--- src/rtl/wb_bus_arbiter.sv ---
// Two-master / one-slave Wishbone arbiter, M1 priority with starvation guard.
// Per-beat watchdog completes any beat the slave never acknowledges.
module wb_bus_arbiter #(
  parameter int MAX_M1_RUN = 4,
  parameter int TIMEOUT    = 64
) (
  input  logic        clk_i,
  input  logic        rst_i,
  input  logic [15:0] m0_adr_i,
  input  logic [1:0]  m0_tga_i,
  input  logic [7:0]  m0_dat_i,
  output logic [7:0]  m0_dat_o,
  input  logic        m0_cyc_i,
  input  logic        m0_stb_i,
  input  logic        m0_we_i,
  output logic        m0_ack_o,
  output logic        m0_err_o,
  input  logic [15:0] m1_adr_i,
  input  logic [1:0]  m1_tga_i,
  input  logic [7:0]  m1_dat_i,
  output logic [7:0]  m1_dat_o,
  input  logic        m1_cyc_i,
  input  logic        m1_stb_i,
  input  logic        m1_we_i,
  output logic        m1_ack_o,
  output logic        m1_err_o,
  output logic [15:0] s_adr_o,
  output logic [1:0]  s_tga_o,
  output logic [7:0]  s_dat_o,
  input  logic [7:0]  s_dat_i,
  output logic        s_cyc_o,
  output logic        s_stb_o,
  output logic        s_we_o,
  input  logic        s_ack_i,
  output logic [1:0]  gnt_o
);

  typedef enum logic [1:0] {
    IDLE,
    OWN0,
    OWN1
  } state_t;

  localparam logic [3:0] RUN_MAX = 4'(MAX_M1_RUN);
  localparam logic [7:0] WD_LAST = 8'(TIMEOUT - 1);

  state_t     state, state_nxt;
  logic [3:0] run_cnt, run_nxt;
  logic [7:0] wd_cnt, wd_nxt;
  logic       own_stb;
  logic       tmo;

  always_ff @(posedge clk_i) begin
    if (rst_i) begin
      state   <= IDLE;
      run_cnt <= '0;
      wd_cnt  <= '0;
    end else begin
      state   <= state_nxt;
      run_cnt <= run_nxt;
      wd_cnt  <= wd_nxt;
    end
  end

  always_comb begin
    state_nxt = state;
    run_nxt   = run_cnt;
    unique case (state)
      IDLE: begin
        if (m1_cyc_i && (run_cnt < RUN_MAX || !m0_cyc_i)) begin
          state_nxt = OWN1;
          run_nxt   = m0_cyc_i ? run_cnt + 4'd1 : 4'd0;
        end else if (m0_cyc_i) begin
          state_nxt = OWN0;
          run_nxt   = '0;
        end
      end
      OWN0:    if (!m0_cyc_i) state_nxt = IDLE;
      OWN1:    if (!m1_cyc_i) state_nxt = IDLE;
      default: state_nxt = IDLE;
    endcase
  end

  always_comb begin
    s_adr_o = '0;
    s_tga_o = '0;
    s_dat_o = '0;
    s_we_o  = 1'b0;
    s_cyc_o = 1'b0;
    own_stb = 1'b0;
    unique case (state)
      OWN0: begin
        s_adr_o = m0_adr_i;
        s_tga_o = m0_tga_i;
        s_dat_o = m0_dat_i;
        s_we_o  = m0_we_i;
        s_cyc_o = m0_cyc_i;
        own_stb = m0_stb_i;
      end
      OWN1: begin
        s_adr_o = m1_adr_i;
        s_tga_o = m1_tga_i;
        s_dat_o = m1_dat_i;
        s_we_o  = m1_we_i;
        s_cyc_o = m1_cyc_i;
        own_stb = m1_stb_i;
      end
      default: ;
    endcase
  end

  // A real ack in the timeout cycle wins over the forced termination.
  assign tmo = !rst_i && own_stb && !s_ack_i && wd_cnt == WD_LAST;

  always_comb begin
    wd_nxt = wd_cnt;
    if (state_nxt != state || s_ack_i || tmo)
      wd_nxt = '0;
    else if (own_stb)
      wd_nxt = wd_cnt + 8'd1;
  end

  assign s_stb_o = own_stb && !tmo;
  assign gnt_o   = {state == OWN1, state == OWN0};

  assign m0_ack_o = !rst_i && state == OWN0 &&
                    ((s_ack_i && m0_stb_i) || tmo);
  assign m1_ack_o = !rst_i && state == OWN1 &&
                    ((s_ack_i && m1_stb_i) || tmo);
  assign m0_err_o = tmo && state == OWN0;
  assign m1_err_o = tmo && state == OWN1;

  assign m0_dat_o = m0_err_o ? 8'hFF : s_dat_i;
  assign m1_dat_o = m1_err_o ? 8'hFF : s_dat_i;

endmodule
--- config.mk ---
export PLATFORM = sky130hd
export DESIGN_NAME = wb_bus_arbiter
export DESIGN_NICKNAME = d
export VERILOG_FILES = /design/src/rtl/wb_bus_arbiter.sv
export SDC_FILE = /design/constraint.sdc
export NUM_CORES = 1
export LEC_CHECK = 0
export CORE_MARGIN = 2
export CORE_UTILIZATION = 29
export CTS_BUF_LIST = sky130_fd_sc_hd__clkbuf_16
export CTS_CLUSTER_SIZE = 24
export DETAILED_ROUTE_END_ITERATION = 6
export GPL_ROUTABILITY_DRIVEN = 0
export MAX_ROUTING_LAYER = met4
export PLACE_DENSITY = 0.85
export SYNTH_ARGS = -nofsm -noshare
export SYNTH_HDL_FRONTEND = slang
export SYNTH_SLANG_ARGS = --single-unit
--- constraint.sdc ---
create_clock -name clk_i -period 2.25 [get_ports clk_i]
set_input_delay 0.45 -clock clk_i [delete_from_list [all_inputs] [get_ports clk_i]]
set_output_delay 0.45 -clock clk_i [all_outputs]
set_load 0.01 [all_outputs]
==> reports/qor.csv <==
stage,metric,value,unit
status,status,finished with violations,
status,violations,setup timing,
global_route,grt_pass1_vias,1710,
logic_synthesis,synth_common_cells,"a22oi_1 (28), nor2b_1 (28), dfxtp_1 (14), or2_2 (14), nor2_1 (11)",
floorplanning,die_area,5450,sq um
worst_setup_path,cp.required,1.80,ns
logic_synthesis,synth.yosys.seq_area_share,19.8,%
floorplanning,rows,25,
logic_synthesis,synth_edf_count,0,
power_and_ir_drop,cellLeakagePower,1.54,nW
job,cap_violations,0,
logic_synthesis,ys_warn_count,0,
logic_synthesis,yosys.cell_types.count,39,
clocking,numCtsBuffers,3,
worst_setup_path,path_max_fanout,4,
detailed_routing,firstDrtPassIters,4,
sta,hold_viol,0,
detailed_routing,drtIter0Drc,55,
power_and_ir_drop,vdd_drop_max,300,uV
sta,fin_skew,0.00326,ns
global_route,grt_pass1_wl,7.80,mm
logic_synthesis,syn-instance-count,187,
global_route,globalRouteOverflowTotal,0,
sta,rsz0062_at_grt,true,
worst_setup_path,cpMaxStageDelayCell,dfxtp_4,
global_route,antenna_found_initial,0,
placement,dp_slack,-0.630,ns
clocking,cts_tree,built,
worst_setup_path,cp-end-kind,output pin,
sta,timing.fmax,442,MHz
power_and_ir_drop,powerDensity,351,nW/um^2
sta,slew-limit-headroom,70.7,%
detailed_routing,detail_route.wl_per_cell,14.2,um
worst_setup_path,crit_top_cell,buf_6,
global_route,grt_max_degree,35,
logic_synthesis,postSynth.asyncResetShare,0,%
sta,finalWorstPathRequiredPeriod,2.26,ns
placement,dpl.hpwl,4.01,mm
floorplanning,io-pin-count,120,
worst_setup_path,arrival,1.81,ns
cells_and_area,multi_input_area,1180,sq um
clocking,worstSkewPairLatency,0.25,ns
logic_synthesis,mappedNetlistNets,262,
cells_and_area,syn_to_final_growth,123,%
cells_and_area,drive_gt1_share,27.7,%
cells_and_area,regArea,288,sq um
cells_and_area,post-route-util,66.7,%
clocking,clk_pin_slew_worst_paths,0.04,ns
sta,timing.final.crit_share,101,%
floorplanning,fp.dieH,73.9,um
logic_synthesis,netlist_area,1420,sq um
floorplanning,core_area,4720,sq um
worst_setup_path,path_class,register to output pin,
clocking,root_buffer,clkbuf_16,
sta,fin_ws,-0.0133,ns
worst_setup_path,slowest_delay,0.37,ns
detailed_routing,post_drt_via_cell_ratio,4.90,
cells_and_area,diodes,0,
hold_path,hp-class,register to register,
floorplanning,fp.dieW,73.9,um
sta,setup_viol,3,
detailed_routing,wl,5.58,mm
logic_synthesis,ys_dominant_reg_cell,dfxtp_1,
logic_synthesis,synth.top_cell.area_share,19.8,%
detailed_routing,via_count,1920,
detailed_routing,ant_nets,0,
sta,drv_slew,0,
clocking,cts_sinks,14,
cells_and_area,fillers,381,
logic_synthesis,synth-seq-cells,14,
clocking,cts_htree_levels,1,
logic_synthesis,synth_area_leader_cell,dfxtp_1,
worst_setup_path,crit_chain,buf_6 > ha_4 > a22o_4 > nand3_4 > nor2_4 > buf_6 > buf_6 > a21oi_2 > nor3b_2 > buf_2,
worst_setup_path,critPathLaunchType,register,
logic_synthesis,synth_area_leaders,"dfxtp_1 (20%), a22oi_1 (15%), nor2b_1 (12%)",
global_route,grt_usage,18.4,%
logic_synthesis,synth_area_per_cell,7.57,sq um
floorplanning,start_util,30.0,%
sta,worst_slew_pin_slew,0.435,ns
placement,port_buffers,119,
cells_and_area,nNetsFinal,401,
clocking,cts.path.max_buffers,2,
detailed_routing,drc,0,
what timing repair did:
item | CTS | global route
pin swaps | 4 | 7
hold buffers | 0 | 0
gates resized for setup | 107 | 70
cloned | 1 | 0
buffers inserted | 1 | 4
endpoints found under the setup margin | 49 | 41
where the power goes:
group / total, mW / switching, mW / internal [mW]
clock network: 0.339 / 0.104 / 0.235
logic: 0.506 / 0.195 / 0.311
registers: 0.260 / 0.00659 / 0.253
total: 1.10 / 0.306 / 0.799
placed cells by master, fill, tap and decap left out, types with 6 or more instances in the layout:
| master | netlist | layout |
|---|---|---|
| a21oi_1 | 8 | 6 |
| a22oi_1 | 28 | 27 |
| buf_4 | 1 | 23 |
| buf_6 | 1 | 17 |
| clkdlybuf4s50_1 | 0 | 67 |
| dfxtp_1 | 14 | 12 |
| dlygate4sd2_1 | 0 | 13 |
| dlymetal6s2s_1 | 0 | 19 |
| nand2_1 | 10 | 9 |
| nor2_1 | 11 | 11 |
| nor2b_1 | 28 | 28 |
| or2_4 | 0 | 14 |
worst paths after layout:
path / startpoint / slack, ns / end / cells past startpoint
max: state[0] / -0.01 / m0_ack_o / 10
min: run_cnt[1] / 0.46 / run_cnt[1] / 2
max reg2reg: state[0] / 0.29 / wd_cnt[3] / 9
min reg2reg: run_cnt[1] / 0.46 / run_cnt[1] / 2
cell families (layout without fill, tap and decap cells):
| logic type | Yosys count | in the layout | share of synthesized area, % |
|---|---|---|---|
| xor gates and xnor gates | 5 | 5 | 3.10 |
| muxes | 3 | 3 | 2.12 |
| AOI/OAI and AO/OA | 47 | 47 | 23.0 |
| adders and majority gates | 6 | 6 | 5.30 |
| buffers and inverters | 18 | 155 | 5.92 |
| and+or+nand+nor | 94 | 95 | 40.8 |
| DFF | 14 | 14 | 19.8 |
metrics by stage:
stage / cell area, sq um / hold slack, ns / instances / power, mW / setup TNS, ns
CTS: 2890 / 0.461 / 388 / 1.06 / -1.77
global placement: 2820 / 0.444 / 382 / 0.713 / -11.54
global route: 3150 / 0.494 / 392 / 1.16 / -0.671
floorplan: 1420 / 0.436 / 187 / 0.462 / 0
finish: 3150 / 0.459 / 392 / 1.10 / -0.0322
detailed placement: 2820 / 0.454 / 382 / 0.720 / -12.00
layout make-up:
cell class                      instances  area share [%]
Clock inverter                          1           0.119
Timing Repair Buffer                  149            47.7
Clock buffer                            3            2.38
Multi-Input combinational cell        156            37.6
Inverter                                2           0.477
Sequential cell                        14            9.13
Tap cell                               67            2.66
state kept, by name (all words and copies together) (netlist names):
register,flops
state,2
run_cnt,4
wd_cnt,8
worst max-delay path, delay by kind of cell (launching register included):
| kind | cells | cell delay, ns |
|---|---|---|
| AO/OA/AOI/OAI | 2 | 0.17 |
| AND/OR/NAND/NOR | 3 | 0.40 |
| flip-flops | 1 | 0.37 |
| adder cells (fa/ha/maj) | 1 | 0.15 |
| buffers and inverters | 4 | 0.46 |
metal layers:
metal / vias to the layer above / share of wire, % / track usage, %
li1: 944 / - / -
met1: 891 / 41 / 21.3
met2: 73 / 50 / 32.6
met3: 12 / 7.7 / 2.61
met4: 0 / 1.8 / 5.86
met5: - / 0 / -
Power figures use the tool's default switching activity.
